**config.mk**
```make
export PLATFORM = sky130hd
export DESIGN_NAME = rc4_key_search_ctrl
export DESIGN_NICKNAME = d
export VERILOG_FILES = /design/src/rtl/rc4_ctrl_pkg.sv /design/src/rtl/rc4_s_mem_mux.sv /design/src/rtl/rc4_key_search_ctrl.sv
export SDC_FILE = /design/constraint.sdc
export NUM_CORES = 1
export LEC_CHECK = 0
export ABC_CLOCK_PERIOD_IN_PS = 5300
export BUFFER_PORTS_ARGS = -buffer_cell sky130_fd_sc_hd__buf_2
export CAP_MARGIN = 20
export CORE_ASPECT_RATIO = 2
export CORE_MARGIN = 8
export CORE_UTILIZATION = 50
export DETAILED_ROUTE_END_ITERATION = 7
export PLACE_DENSITY = 0.81
export SYNTH_ARGS = -nofsm -noshare
export SYNTH_HDL_FRONTEND = slang
export SYNTH_HIERARCHICAL = 1
export SYNTH_SLANG_ARGS = --single-unit
```
**constraint.sdc**
```tcl
create_clock -name clk -period 5.3 [get_ports clk]
set_clock_uncertainty 0.2 [all_clocks]
set_input_delay 0.795 -clock clk [delete_from_list [all_inputs] [get_ports clk]]
set_output_delay 0.795 -clock clk [all_outputs]
set_load 0.05 [all_outputs]
```
**src/rtl/rc4_ctrl_pkg.sv**
```systemverilog
// ---------------------------------------------------------------------------
// rc4_ctrl_pkg
//   Shared types and constants for the RC4 key-search sequencer.
//   - state_t : sequencer states (ST_ERROR exists only with RC4_WATCHDOG_EN)
//   - phase_t : which loop FSM currently owns the single-port S RAM
//   - S RAM geometry and the printable-character set the PRGA loop accepts
//   Optional feature macro: RC4_WATCHDOG_EN (adds the ERROR state).
// ---------------------------------------------------------------------------
package rc4_ctrl_pkg;

    localparam int S_ADDR_W = 8;
    localparam int S_DATA_W = 8;

    // Decoded bytes outside {CHAR_SPACE, CHAR_A..CHAR_Z} make the PRGA loop
    // raise run_again.
    localparam logic [7:0] CHAR_SPACE = 8'd32;
    localparam logic [7:0] CHAR_A     = 8'd97;
    localparam logic [7:0] CHAR_Z     = 8'd122;

    typedef enum logic [1:0] {
        PH_NONE = 2'd0,
        PH_INIT = 2'd1,
        PH_KSA  = 2'd2,
        PH_PRGA = 2'd3
    } phase_t;

    typedef enum logic [3:0] {
        ST_IDLE,
        ST_LOAD,
        ST_START_INIT,
        ST_WAIT_INIT,
        ST_START_KSA,
        ST_WAIT_KSA,
        ST_START_PRGA,
        ST_WAIT_PRGA,
        ST_NEXT_KEY,
        ST_FOUND,
        ST_EXHAUSTED
`ifdef RC4_WATCHDOG_EN
        ,
        ST_ERROR
`endif
    } state_t;

endpackage

```
**src/rtl/rc4_s_mem_mux.sv**
```systemverilog
// ---------------------------------------------------------------------------
// rc4_s_mem_mux
//   Phase-selected 3:1 mux onto the single S RAM port. Only the current
//   owner's address/data/write-enable reach the RAM; PH_NONE parks the port
//   at address 0 with writes disabled.
//   Ports:
//     phase_i                       owner select (registered in the top)
//     init_/ksa_/prga_addr_i  [8]   per-loop RAM address
//     init_/ksa_/prga_data_i  [8]   per-loop write data
//     init_/ksa_/prga_wren_i        per-loop write enable
//     s_address_o/s_data_o/s_wren_o muxed RAM port
// ---------------------------------------------------------------------------
module rc4_s_mem_mux
    import rc4_ctrl_pkg::*;
(
    input  phase_t              phase_i,
    input  logic [S_ADDR_W-1:0] init_addr_i,
    input  logic [S_DATA_W-1:0] init_data_i,
    input  logic                init_wren_i,
    input  logic [S_ADDR_W-1:0] ksa_addr_i,
    input  logic [S_DATA_W-1:0] ksa_data_i,
    input  logic                ksa_wren_i,
    input  logic [S_ADDR_W-1:0] prga_addr_i,
    input  logic [S_DATA_W-1:0] prga_data_i,
    input  logic                prga_wren_i,
    output logic [S_ADDR_W-1:0] s_address_o,
    output logic [S_DATA_W-1:0] s_data_o,
    output logic                s_wren_o
);

    always_comb begin
        s_address_o = '0;
        s_data_o    = '0;
        s_wren_o    = 1'b0;
        case (phase_i)
            PH_INIT: begin
                s_address_o = init_addr_i;
                s_data_o    = init_data_i;
                s_wren_o    = init_wren_i;
            end
            PH_KSA: begin
                s_address_o = ksa_addr_i;
                s_data_o    = ksa_data_i;
                s_wren_o    = ksa_wren_i;
            end
            PH_PRGA: begin
                s_address_o = prga_addr_i;
                s_data_o    = prga_data_i;
                s_wren_o    = prga_wren_i;
            end
            default: ; // PH_NONE: port parked, no writes
        endcase
    end

endmodule

```
**src/rtl/rc4_key_search_ctrl.sv**
```systemverilog
// ---------------------------------------------------------------------------
// rc4_key_search_ctrl
//   Top-level sequencer for the RC4 brute-force key search. For each
//   candidate key it runs the S-init, KSA and PRGA loop FSMs in order, hands
//   S RAM ownership to exactly one loop at a time, steps the key on
//   run_again and reports the key on finish_prga.
//   Ports:
//     clk, reset_n                 clock, synchronous active-low reset
//     start                        begin search (ignored while busy)
//     start_init/ksa/prga          one-cycle start pulses to the loop FSMs
//     finish_init/ksa/prga         done strobes from the loop FSMs
//     run_again                    PRGA: current key decoded to garbage
//     init_/ksa_/prga_addr/data/wren  per-loop S RAM requests
//     s_address, s_data, s_wren    muxed S RAM port
//     secret_key [KEY_WIDTH]       current candidate key
//     phase [2]                    S RAM owner (0 none, 1 init, 2 ksa, 3 prga)
//     busy                         search in progress
//     key_found, key_exhausted     sticky result flags
//     wdog_error                   sticky phase timeout
//   Optional feature macro: RC4_WATCHDOG_EN adds a per-phase timeout of
//   WDOG_CYCLES clocks; without it wdog_error is tied low.
// ---------------------------------------------------------------------------
module rc4_key_search_ctrl
    import rc4_ctrl_pkg::*;
#(
    parameter int unsigned          KEY_WIDTH = 24,
    parameter logic [KEY_WIDTH-1:0] KEY_START = '0,
    parameter logic [KEY_WIDTH-1:0] KEY_LAST  = 24'h3FFFFF,
    parameter int unsigned          KEY_STEP  = 1
`ifdef RC4_WATCHDOG_EN
    ,
    parameter int unsigned          WDOG_CYCLES = 4096
`endif
) (
    input  logic                 clk,
    input  logic                 reset_n,
    input  logic                 start,
    output logic                 start_init,
    output logic                 start_ksa,
    output logic                 start_prga,
    input  logic                 finish_init,
    input  logic                 finish_ksa,
    input  logic                 finish_prga,
    input  logic                 run_again,
    input  logic [S_ADDR_W-1:0]  init_addr,
    input  logic [S_DATA_W-1:0]  init_data,
    input  logic                 init_wren,
    input  logic [S_ADDR_W-1:0]  ksa_addr,
    input  logic [S_DATA_W-1:0]  ksa_data,
    input  logic                 ksa_wren,
    input  logic [S_ADDR_W-1:0]  prga_addr,
    input  logic [S_DATA_W-1:0]  prga_data,
    input  logic                 prga_wren,
    output logic [S_ADDR_W-1:0]  s_address,
    output logic [S_DATA_W-1:0]  s_data,
    output logic                 s_wren,
    output logic [KEY_WIDTH-1:0] secret_key,
    output logic [1:0]           phase,
    output logic                 busy,
    output logic                 key_found,
    output logic                 key_exhausted,
    output logic                 wdog_error
);

    // Key arithmetic is done one bit wider so key + step can never wrap.
    localparam logic [KEY_WIDTH:0] STEP_W = (KEY_WIDTH + 1)'(KEY_STEP);
    localparam logic [KEY_WIDTH:0] LAST_W = {1'b0, KEY_LAST};

    state_t                 state_q;
    phase_t                 phase_q;
    logic [KEY_WIDTH-1:0]   key_q;
    logic                   start_init_q;
    logic                   start_ksa_q;
    logic                   start_prga_q;
    logic                   busy_q;
    logic                   found_q;
    logic                   exhausted_q;
    logic                   key_is_last;

    // The current key is the last one when stepping would pass KEY_LAST.
    assign key_is_last = (({1'b0, key_q} + STEP_W) > LAST_W);

`ifdef RC4_WATCHDOG_EN
    localparam logic [15:0] WDOG_LAST = 16'(WDOG_CYCLES - 1);

    logic [15:0] wdog_cnt_q;
    logic        wdog_err_q;
    logic        in_wait;
    logic        wait_strobe;

    // A WAIT state is satisfied only by its own strobe; anything else counts
    // toward the timeout.
    always_comb begin
        in_wait     = 1'b0;
        wait_strobe = 1'b0;
        case (state_q)
            ST_WAIT_INIT: begin
                in_wait     = 1'b1;
                wait_strobe = finish_init;
            end
            ST_WAIT_KSA: begin
                in_wait     = 1'b1;
                wait_strobe = finish_ksa;
            end
            ST_WAIT_PRGA: begin
                in_wait     = 1'b1;
                wait_strobe = run_again | finish_prga;
            end
            default: ;
        endcase
    end
`endif

    always_ff @(posedge clk) begin
        if (!reset_n) begin
            state_q      <= ST_IDLE;
            phase_q      <= PH_NONE;
            key_q        <= KEY_START;
            start_init_q <= 1'b0;
            start_ksa_q  <= 1'b0;
            start_prga_q <= 1'b0;
            busy_q       <= 1'b0;
            found_q      <= 1'b0;
            exhausted_q  <= 1'b0;
`ifdef RC4_WATCHDOG_EN
            wdog_cnt_q   <= '0;
            wdog_err_q   <= 1'b0;
`endif
        end else begin
            // Start pulses are set on entry to START_x and last one cycle.
            start_init_q <= 1'b0;
            start_ksa_q  <= 1'b0;
            start_prga_q <= 1'b0;

            case (state_q)
                ST_IDLE, ST_FOUND, ST_EXHAUSTED
`ifdef RC4_WATCHDOG_EN
                , ST_ERROR
`endif
                : begin
                    if (start) begin
                        busy_q  <= 1'b1;
                        state_q <= ST_LOAD;
                    end
                end

                ST_LOAD: begin
                    key_q        <= KEY_START;
                    found_q      <= 1'b0;
                    exhausted_q  <= 1'b0;
`ifdef RC4_WATCHDOG_EN
                    wdog_err_q   <= 1'b0;
`endif
                    start_init_q <= 1'b1;
                    phase_q      <= PH_INIT;
                    state_q      <= ST_START_INIT;
                end

                ST_START_INIT: begin
`ifdef RC4_WATCHDOG_EN
                    wdog_cnt_q <= '0;
`endif
                    state_q <= ST_WAIT_INIT;
                end

                ST_WAIT_INIT: begin
                    if (finish_init) begin
                        start_ksa_q <= 1'b1;
                        phase_q     <= PH_KSA;
                        state_q     <= ST_START_KSA;
                    end
                end

                ST_START_KSA: begin
`ifdef RC4_WATCHDOG_EN
                    wdog_cnt_q <= '0;
`endif
                    state_q <= ST_WAIT_KSA;
                end

                ST_WAIT_KSA: begin
                    if (finish_ksa) begin
                        start_prga_q <= 1'b1;
                        phase_q      <= PH_PRGA;
                        state_q      <= ST_START_PRGA;
                    end
                end

                ST_START_PRGA: begin
`ifdef RC4_WATCHDOG_EN
                    wdog_cnt_q <= '0;
`endif
                    state_q <= ST_WAIT_PRGA;
                end

                ST_WAIT_PRGA: begin
                    // run_again wins over a simultaneous finish_prga.
                    if (run_again) begin
                        phase_q <= PH_NONE;
                        state_q <= ST_NEXT_KEY;
                    end else if (finish_prga) begin
                        found_q <= 1'b1;
                        busy_q  <= 1'b0;
                        phase_q <= PH_NONE;
                        state_q <= ST_FOUND;
                    end
                end

                ST_NEXT_KEY: begin
                    if (key_is_last) begin
                        exhausted_q <= 1'b1;
                        busy_q      <= 1'b0;
                        state_q     <= ST_EXHAUSTED;
                    end else begin
                        key_q        <= key_q + KEY_WIDTH'(KEY_STEP);
                        start_init_q <= 1'b1;
                        phase_q      <= PH_INIT;
                        state_q      <= ST_START_INIT;
                    end
                end

                default: begin
                    phase_q <= PH_NONE;
                    busy_q  <= 1'b0;
                    state_q <= ST_IDLE;
                end
            endcase

`ifdef RC4_WATCHDOG_EN
            // Overrides the WAIT-state hold above when the phase stalls.
            if (in_wait && !wait_strobe) begin
                if (wdog_cnt_q == WDOG_LAST) begin
                    wdog_err_q <= 1'b1;
                    busy_q     <= 1'b0;
                    phase_q    <= PH_NONE;
                    state_q    <= ST_ERROR;
                end else begin
                    wdog_cnt_q <= wdog_cnt_q + 16'd1;
                end
            end
`endif
        end
    end

    rc4_s_mem_mux u_s_mem_mux (
        .phase_i     (phase_q),
        .init_addr_i (init_addr),
        .init_data_i (init_data),
        .init_wren_i (init_wren),
        .ksa_addr_i  (ksa_addr),
        .ksa_data_i  (ksa_data),
        .ksa_wren_i  (ksa_wren),
        .prga_addr_i (prga_addr),
        .prga_data_i (prga_data),
        .prga_wren_i (prga_wren),
        .s_address_o (s_address),
        .s_data_o    (s_data),
        .s_wren_o    (s_wren)
    );

    assign start_init    = start_init_q;
    assign start_ksa     = start_ksa_q;
    assign start_prga    = start_prga_q;
    assign secret_key    = key_q;
    assign phase         = phase_q;
    assign busy          = busy_q;
    assign key_found     = found_q;
    assign key_exhausted = exhausted_q;
`ifdef RC4_WATCHDOG_EN
    assign wdog_error    = wdog_err_q;
`else
    assign wdog_error    = 1'b0;
`endif

endmodule

```
=== Word level (Yosys, flattened, before mapping) ===
Cells that the tools add are included.
Widths: inputs -> output; s select.

* Flip-flop bits (word level): 36
* Input bits: 58
* Output and inout bits: 50
* Word-level logic and storage cells: 81

* $add $sub $neg: 2
* $lt $le $gt $ge: 1
* Equality and inequality tests: 21
* Muxes and demuxes: 32
* Bitwise operators: 2
* Reduce and logical (&&, ||, !) cells: 14

{| class="wikitable"
|+ Operator list
! kind !! number
|-
| $pmux 24 s2 || 1
|-
| $pmux 8 s3 || 2
|-
| $pmux 4 s9 || 1
|-
| $add 24x1->25 const B || 1
|-
| $gt 25x22->1 const B || 1
|-
| $add 24x1->24 const B || 1
|-
| $mux 24 || 1
|-
| $mux 4 || 6
|-
| $eq 4x3->1 const B || 4
|-
| $ne 2x2->1 const B || 7
|-
| $eq 4x4->1 const B || 3
|-
| $pmux 2 s6 || 1
|-
| $reduce_or 6->1 || 2
|-
| $mux 1 || 10
|-
| $mux 2 || 5
|-
| $reduce_and 5->1 || 2
|-
| $eq 4x2->1 const B || 2
|-
| $reduce_and 2->1 || 4
|-
| $pmux 1 s2 || 3
|-
| $eq 2x2->1 const B || 2
|-
| $eq 4x1->1 const B || 1
|-
| $logic_not 4->1 || 1
|-
| $pmux 1 s4 || 1
|-
| $reduce_and 4->1 || 1
|-
| other kinds (7) || 9
|}

=== Longest topological paths before layout ===
Gate-level depths: netlist of run 1.

* Depth in word-level cells: 4
* Gate-level depth with buffers: 10
* Gate-level depth less buffers: 9

=== By module ===
The synthesis of run 1 kept the hierarchy.

{| class="wikitable"
|+ Modules (own cells, without submodules)
! module !! times used !! cells an instance !! area an instance (µm²) !! sequential area each (µm²)
|-
| rc4_key_search_ctrl || 1 || 309 || 2,367.3 || 720.7
|-
| rc4_s_mem_mux || 1 || 41 || 454.2 || 0.0
|}

=== Worst setup path before layout of run 1 ===
OpenSTA, ideal clock, no wires.

* Kind: register -> register
* From: register key_q[4] (netlist: secret_key[4])
* To: register key_q[0] (netlist: secret_key[0])
* Setup time: 0.147 ns
* Arrival: 3.110 ns
* Required time: 4.953 ns
* Slack: 1.844 ns
* Cell stages (with the launch flop): 11
* Buffers on the path: 3
* Period minus slack after synthesis: 3.456 ns
* Cells stage by stage: dfxtp_1 buf_2 nand3_2 or4_1 buf_2 xor2_1 or4_4 nor4_4 nand3b_4 buf_6 o22ai_1

* Longest elaborated chain between the ends: 4

{| class="wikitable"
|+ RTL lines
! element !! line !! text
|-
| start, declared || rc4_key_search_ctrl.sv:71 || <nowiki>logic [KEY_WIDTH-1:0] key_q;</nowiki>
|-
| start signal, assigned || rc4_key_search_ctrl.sv:215 || <nowiki>key_q <= key_q + KEY_WIDTH'(KEY_STEP);</nowiki>
|-
| $add 24x1->25 || rc4_key_search_ctrl.sv:81 || <nowiki>assign key_is_last = (({1'b0, key_q} + STEP_W) > LAST_W);</nowiki>
|-
| $gt 25x22->1 || rc4_key_search_ctrl.sv:81 ||
|-
| $ne 2x2->1 (no source line) || -- ||
|-
| $reduce_and 2->1 (no source line) || -- ||
|}

Every way passes these cells.
A chain may end at the register's enable or synchronous reset.

=== Worst setup path after layout of run 1 ===
* From: register key_q[5] (netlist: secret_key[5])
* To: register key_q[20] (netlist: secret_key[20])

* Longest elaborated chain between the ends: 4
* Elaborated cells between the ends (all ways): 7
* Classes of those cells: add/sub: 2; order compare: 1; eq/ne: 1; mux: 2; reduce/logical: 1

{| class="wikitable"
|+ RTL lines
! element !! line
|-
| $add 24x1->25 || rc4_key_search_ctrl.sv:81
|-
| $gt 25x22->1 || rc4_key_search_ctrl.sv:81
|-
| $ne 2x2->1 (no source line) || --
|-
| $reduce_and 2->1 (no source line) || --
|}

Parallel ways exist; a longest one is shown, timed or not. The select of a mux whose other input is x is not followed.

==> run_results.csv, run 1 <==
group,metric,value,unit
status,status,"completed",
synthesis,post_synth.cell_area_avg,8.06,um2
floorplanning,start_util,52.1,%
clocking,cts_hold_buffers,0,
clocking,numCtsBuffers,5,
drt,routed_wl,10.1,mm
layout,final_core_utilization,62.1,%
timing,count_of_final_hold_check_violations,0,
clocking,htree_num_levels,2,
power_and_ir_drop,design_power_total,0.801,mW
layout,finish.net_count,495,
synthesis,synthesis.instances,350,
worst_setup_path,critical_path.reg2reg.endpoint,"secret_key[20]",
placed_design,port-buffer-count,106,
timing,tightestPinTransition,0.794,ns
synthesis,synthesis.yosys.warnings,6,
grt,overflow,0,
clocking,clkSinkCount,36,
grt,largest_net_degree_at_the_start_of_global_routing,22,
placed_design,half_perimeter_wire_length_of_the_detailed_placement_result,7.77,mm
layout,num_antenna_cells,0,
synthesis,synth_top_area_share,25.5,%
drt,num_vias,3256,
worst_setup_path,regToRegStartpoint,"secret_key[5]",
clocking,tritoncts_clock_tree,"done",
synthesis,synth.lib_cells_used.distinct,64,
drt,firstDrtPassIters,5,
min_path,kind_of_path_behind_the_tightest_hold_check,"reg -> reg",
synthesis,fraction_of_the_yosys_area_taken_by_sequential_cells,25.5,%
worst_setup_path,worst-path-buf-inv,1,
worst_setup_path,reg_to_reg_setup_timing_slack,1.85,ns
placed_design,finalWeightedCongestion,1.01,
worst_setup_path,ff2ff_path_depth,8,
drt,detailed_route_iter0_violations,212,
timing,fmaxAchievable,290,MHz
timing,final.setup.worst_slack,1.85,ns
floorplanning,number_of_core_rows,38,
floorplanning,floorplan.die.height,122,um
synthesis,synthArstFlopShare,0,%
floorplanning,design.die.area,8450,um2
synthesis,synthDominantAreaCellType,"sky130_fd_sc_hd__dfxtp_1",
worst_setup_path,timing.critical_path.max_delay_family,"simple AND/OR/NAND/NOR gates",
layout,stdcell_count,496,
layout,layout-area-overhead-vs-synth,19.4,%
worst_setup_path,critical-path-max-stage-delay,0.62,ns
clocking,cts.path.max_buffers,2,
clocking,insertion_delay,0.29,ns
timing,finalWorstPathRequiredPeriod,3.45,ns
grt,track_usage,22.2,%
flow_run,drv.max_cap_violation_count,0,
drt,postRouteAntennaNets,0,
timing,layout_worst_path_cycle_share,65.0,%
synthesis,yosys_register_bits,36,
synthesis,number_of_synthesized_flops_with_an_enable_pin,0,
placed_design,dpl.cell_count,488,
timing,unrepaired_setup_endpoints_after_global_routing,"false",
timing,max-slew-margin-rel,47.0,%
synthesis,synthMostInstantiatedCell,"sky130_fd_sc_hd__dfxtp_1",
power_and_ir_drop,power.density,238,nW/um2
worst_setup_path,required,5.27,ns
drt,post_drt_via_cell_ratio,6.56,
synthesis,synth.top_cells.by_area,"sky130_fd_sc_hd__dfxtp_1 (26%), sky130_fd_sc_hd__o211ai_1 (5.9%), sky130_fd_sc_hd__mux2_4 (5.3%), sky130_fd_sc_hd__a22o_1 (5.3%), sky130_fd_sc_hd__nand2_1 (4.1%)",
power_and_ir_drop,vdd_drop_max,228,uV
placed_design,detailedPlace.worstSlack,1.95,ns
min_path,worstHoldPathCells,1,
synthesis,synth_common_cells,"sky130_fd_sc_hd__dfxtp_1 (36), sky130_fd_sc_hd__nand2_1 (31), sky130_fd_sc_hd__o211ai_1 (22)",
grt,grt_first_pass_wirelength,15.7,mm
min_path,end_point_of_the_most_critical_hold_path,"secret_key[21]",
timing,finalSetupTns,0,ns
synthesis,syn_nets,410,
worst_setup_path,critical-path-slowest-cell,"sky130_fd_sc_hd__or4_1",
worst_setup_path,worst-setup-path-type,"reg -> reg",
floorplanning,area_of_the_core_region,5420,um2
worst_setup_path,cp-end-kind,"register",
worst_setup_path,crit_arrival,3.42,ns
grt,first_global_vias,3134,
power_and_ir_drop,total_leakage_power,1.43,nW
floorplanning,io_pins,108,
worst_setup_path,element_type_at_the_critical_path_start,"register",
timing,slew_viol_final,0,
worst_setup_path,path_max_fanout,16,
synthesis,synth_ff_type,"sky130_fd_sc_hd__dfxtp_1",
worst_setup_path,timing.critical_path.cells,"nand3_2 > or4_1 > xor2_1 > or4_4 > nor4_4 > buf_4 > nand3b_4 > o31ai_1",
layout,share_of_cells_above_drive_strength_1,34.2,%
timing,report.final.setup_viol,0,
floorplanning,chipWidth,69.1,um
grt,antenna_found_initial,0,
clocking,cts.clk_slew.worst_paths,0.08,ns
drt,drc_errors,0,
clocking,cts_post_setup_buffers_inserted,0,
clocking,cts.root.buffer_cell,"sky130_fd_sc_hd__clkbuf_8",
drt,route.detailed.wl_per_inst,20.4,um
synthesis,post_synth_instance_area,2820,um2
clocking,cts_repair_resize_count,0,
min_path,hold_path_startpoint,"secret_key[21]",
==> flip-flops by register name, indices dropped and copies added, names as in the netlist <==
signal	count
key_found	1
secret_key	24
start_ksa	1
state_q	4
start_prga	1
phase	2
start_init	1
key_exhausted	1
busy	1
==> layout by cell type, fill, tap and decap left out, types with 3 or more instances in the layout <==
cell / n
sky130_fd_sc_hd__and2_1: 3
sky130_fd_sc_hd__nand2_1: 31
sky130_fd_sc_hd__clkbuf_8: 6
sky130_fd_sc_hd__o21a_1: 3
sky130_fd_sc_hd__o211ai_1: 22
sky130_fd_sc_hd__or3_1: 4
sky130_fd_sc_hd__and4_1: 3
sky130_fd_sc_hd__dfxtp_1: 36
sky130_fd_sc_hd__nand4_1: 7
sky130_fd_sc_hd__nand2b_1: 5
sky130_fd_sc_hd__o21ai_1: 3
sky130_fd_sc_hd__mux2_2: 7
sky130_fd_sc_hd__o22ai_1: 3
sky130_fd_sc_hd__o31ai_1: 10
sky130_fd_sc_hd__buf_4: 8
sky130_fd_sc_hd__xor2_1: 4
sky130_fd_sc_hd__o21ai_0: 14
sky130_fd_sc_hd__o41ai_1: 5
sky130_fd_sc_hd__a22o_1: 17
sky130_fd_sc_hd__buf_2: 106
sky130_fd_sc_hd__nor3_1: 9
sky130_fd_sc_hd__inv_1: 3
sky130_fd_sc_hd__a21oi_1: 18
sky130_fd_sc_hd__mux2_4: 10
sky130_fd_sc_hd__nand3_1: 20
sky130_fd_sc_hd__and3_1: 5
sky130_fd_sc_hd__nor2_1: 21
sky130_fd_sc_hd__a31oi_1: 3
sky130_fd_sc_hd__nor4_1: 4
sky130_fd_sc_hd__nor2b_1: 4
sky130_fd_sc_hd__nor3b_1: 3
==> worst max path at each step <==
stage / startpoint / endpoint / slack, ns / depth (start not counted)
finish: secret_key[5] / secret_key[20] / 1.85 / 8
global placement: secret_key[5] / secret_key[4] / 1.96 / 8
global route: secret_key[10] / secret_key[18] / 1.70 / 7
detailed placement: secret_key[5] / secret_key[20] / 1.95 / 8
floorplan: secret_key[4] / secret_key[0] / 1.84 / 10
CTS: secret_key[5] / secret_key[20] / 1.92 / 8
==> metrics by stage <==
stage,area (um2),hold WS [ns]
after floorplan,2820,0.439
after global placement,3280,0.281
after detailed placement,3280,0.284
after CTS,3370,0.296
after global routing,3370,0.320
final,3370,0.294
==> cell families after synthesis <==
| logic type | Yosys count | synth area share [%] |
|---|---|---|
| simple gates | 128 | 24.7 |
| compound gates | 120 | 30.7 |
| buf+inv | 40 | 8.03 |
| flops | 36 | 25.5 |
| mux | 17 | 8.12 |
| xor+xnor | 6 | 1.86 |
| fa+ha+maj | 2 | 0.887 |
| other cells | 1 | 0.133 |
==> worst register-to-register path, cell delays in order, from the launching register on <==
cell	delay, ns
sky130_fd_sc_hd__dfxtp_1	0.57
sky130_fd_sc_hd__nand3_2	0.20
sky130_fd_sc_hd__or4_1	0.62
sky130_fd_sc_hd__xor2_1	0.21
sky130_fd_sc_hd__or4_4	0.53
sky130_fd_sc_hd__nor4_4	0.31
sky130_fd_sc_hd__buf_4	0.25
sky130_fd_sc_hd__nand3b_4	0.30
sky130_fd_sc_hd__o31ai_1	0.13
==> layer usage <==
layer  vias to the layer above  track usage (%)  wire length [um]
met5                         -                0                 0
met4                         0             13.4               514
met2                       205             42.1              5450
li1                       1506                -                 -
met3                        42             4.69               837
met1                      1503             21.2              3310
==> layout make-up <==
class,count,area (um2)
Multi-Input combinational cell,274,1870
Fill cell,516,2050
Clock inverter,2,10.0
Timing Repair Buffer,114,591
Sequential cell,36,721
Inverter,4,15.0
Tap cell,60,75.1
Clock buffer,6,82.6
==> power by group <==
group / leakage (nW) / total (mW) / internal (mW) / switching (mW)
registers: 0.291 / 0.309 / 0.280 / 0.0297
clock network: 0.0510 / 0.214 / 0.104 / 0.110
logic: 1.08 / 0.277 / 0.0991 / 0.178
total: 1.43 / 0.801 / 0.483 / 0.318
No activity file was read; power rests on OpenSTA's default activity.
==> inputs of run 2 (changes only) <==
ABC_CLOCK_PERIOD_IN_PS = 3100   (was 5300)
CORE_UTILIZATION = 45   (was 50)
PLACE_DENSITY = 0.77   (was 0.81)
clock period = 3.1 ns   (was 5.3 ns; I/O delays follow)
==> run 2 against run 1 <==
  * Global-route usage fell by 2.7 points
  * Hold slack got worse by 0.058 ns
  * Sequential share of layout area fell by 0.65 points
  * Critical endpoint is now busy
  * Largest cell class unchanged
  * Sequential cell count did not move
  * Critical path type unchanged
  * Register-to-register slack got worse by 1.7 ns
  * Highest routed layer unchanged
  * Cell count rose by 8.5%
  * Cell area rose by 6.9%
==> run_results.csv, run 2 (synthesized netlist as in run 1, its figures left out) <==
group,metric,value,unit
timing,count_of_final_hold_check_violations,0,
drt,detailed_route_iter0_violations,224,
floorplanning,number_of_core_rows,41,
layout,final_core_utilization,58.0,%
timing,tightestPinTransition,0.524,ns
power_and_ir_drop,cell_internal_pwr,0.971,mW
grt,largest_net_degree_at_the_start_of_global_routing,21,
worst_setup_path,cp-end-kind,"register",
drt,num_vias,3212,
grt,first_global_vias,3083,
power_and_ir_drop,design_power_total,1.50,mW
power_and_ir_drop,power_frac_comb,32.3,%
timing,layout_worst_path_cycle_share,95.5,%
power_and_ir_drop,p_seq_share,34.0,%
layout,most_used_cells_in_the_layout_excluding_fill_and_tap_cells,"sky130_fd_sc_hd__buf_2 (106), sky130_fd_sc_hd__nand2_1 (31), sky130_fd_sc_hd__buf_4 (24), sky130_fd_sc_hd__dfxtp_1 (23), sky130_fd_sc_hd__o211ai_1 (22)",
placed_design,place_area,3450,um2
timing,slew_viol_final,0,
clocking,htree_num_levels,2,
power_and_ir_drop,power.density,417,nW/um2
worst_setup_path,crit_arrival,2.93,ns
clocking,cts.root.buffer_cell,"sky130_fd_sc_hd__clkbuf_16",
timing,finalSetupTns,0,ns
layout,largest_reg_flops,24,
clocking,cts_repair_resize_count,0,
timing,max-slew-margin-rel,64.7,%
drt,post_drt_via_cell_ratio,5.97,
layout,share_of_cells_above_drive_strength_1,38.9,%
worst_setup_path,critical-path-slowest-cell,"sky130_fd_sc_hd__or4_1",
floorplanning,chipWidth,72.0,um
grt,track_usage,19.5,%
power_and_ir_drop,swShare,35.3,%
clocking,clkSinkCount,36,
floorplanning,area_of_the_core_region,6210,um2
clocking,cts_post_setup_buffers_inserted,0,
clocking,numCtsBuffers,5,
clocking,insertion_delay,0.28,ns
timing,fmaxAchievable,338,MHz
power_and_ir_drop,total_switching_power,0.531,mW
drt,routed_wl,9.27,mm
placed_design,finalWeightedCongestion,0.985,
clocking,cts.clk_slew.worst_paths,0.05,ns
min_path,kind_of_path_behind_the_tightest_hold_check,"in -> reg",
power_and_ir_drop,total_leakage_power,1.53,nW
layout,layout-area-overhead-vs-synth,27.6,%
floorplanning,io_pins,108,
worst_setup_path,timing.critical_path.cells,"nand3_1 > or4_1 > xor2_1 > or4_4 > nor4_4 > buf_4 > o21ai_0 > a31o_2",
placed_design,half_perimeter_wire_length_of_the_detailed_placement_result,7.04,mm
worst_setup_path,path_max_fanout,9,
grt,antenna_found_initial,0,
timing,unrepaired_setup_endpoints_after_global_routing,"false",
power_and_ir_drop,pwr-share-clk,33.7,%
layout,num_antenna_cells,0,
drt,route.detailed.wl_per_inst,17.2,um
worst_setup_path,element_type_at_the_critical_path_start,"register",
clocking,tritoncts_clock_tree,"done",
timing,finalHoldWorstSlack,0.236,ns
drt,drc_errors,0,
power_and_ir_drop,vdd_drop_max,346,uV
timing,finalWorstPathRequiredPeriod,2.96,ns
drt,postRouteAntennaNets,0,
worst_setup_path,required,3.07,ns
floorplanning,design.die.area,9210,um2
layout,finish.net_count,511,
floorplanning,floorplan.die.height,128,um
grt,overflow,0,
floorplanning,start_util,45.5,%
clocking,cts_hold_buffers,0,
status,status,"completed",
clocking,cts.path.max_buffers,2,
timing,report.final.setup_viol,0,
worst_setup_path,worst-path-buf-inv,1,
worst_setup_path,worst-setup-path-type,"reg -> reg",
flow_run,drv.max_cap_violation_count,0,
worst_setup_path,timing.critical_path.max_delay_family,"simple AND/OR/NAND/NOR gates",
layout,mostFrequentLayoutCell,"sky130_fd_sc_hd__buf_2",
layout,fin_area,3600,um2
worst_setup_path,critical-path-max-stage-delay,0.60,ns
grt,grt_first_pass_wirelength,14.7,mm
placed_design,port-buffer-count,106,
drt,firstDrtPassIters,5,
run 2: cell count changes in the layout (fill, tap and decap cells not counted), moves of 4 or more:
cell                        before  now
sky130_fd_sc_hd__clkbuf_8        6    1
sky130_fd_sc_hd__dfxtp_4         0    4
sky130_fd_sc_hd__dfxtp_1        36   23
sky130_fd_sc_hd__clkbuf_16       0    5
sky130_fd_sc_hd__buf_4           8   24
sky130_fd_sc_hd__dfxtp_2         0    9
run 2: per-stage QoR:
stage | std cells | setup slack [ns]
2_1_floorplan | 350 | 0.0583
3_3_place_gp | 530 | 0.241
3_5_place_dp | 530 | 0.175
4_1_cts | 538 | 0.168
5_1_grt | 538 | 0.0170
6_report | 538 | 0.139
run 2: power groups by stage:
stage          clock (mW)  sequential [mW]  combinational, mW
2_1_floorplan           0            0.528              0.359
3_3_place_gp            0            0.520              0.481
3_5_place_dp            0            0.520              0.485
4_1_cts             0.515            0.510              0.485
5_1_grt             0.539            0.515              0.521
6_report            0.506            0.511              0.486
run 2: tightest hold or removal path: stages:
cell and delay, ns:
sky130_fd_sc_hd__buf_2 0.11, sky130_fd_sc_hd__nand3_1 0.06, sky130_fd_sc_hd__nor3_1 0.04
run 2: cell type report:
type	count	area (um2)
Inverter	4	15.0
Fill cell	584	2610
Sequential cell	36	747
Tap cell	86	108
Timing Repair Buffer	130	711
Multi-Input combinational cell	274	1870
Clock buffer	8	146
run 2: routing by layer:
metal  track usage (%)  wire [um]  up-vias
met3              4.47        696       23
met1              23.9       3850     1505
met2              31.0       4520      142
met5                 0          0        -
li1                  -          -     1542
met4              9.21        198        0
run 2: path summary, 6_finish.rpt:
check | slack, ns | end | cells past startpoint | start
hold reg to reg | 0.28 | secret_key[22] | 2 | secret_key[22]
setup / recovery | 0.14 | busy | 8 | secret_key[10]
hold / removal | 0.24 | start_prga | 3 | finish_ksa
setup reg to reg | 0.14 | busy | 8 | secret_key[10]
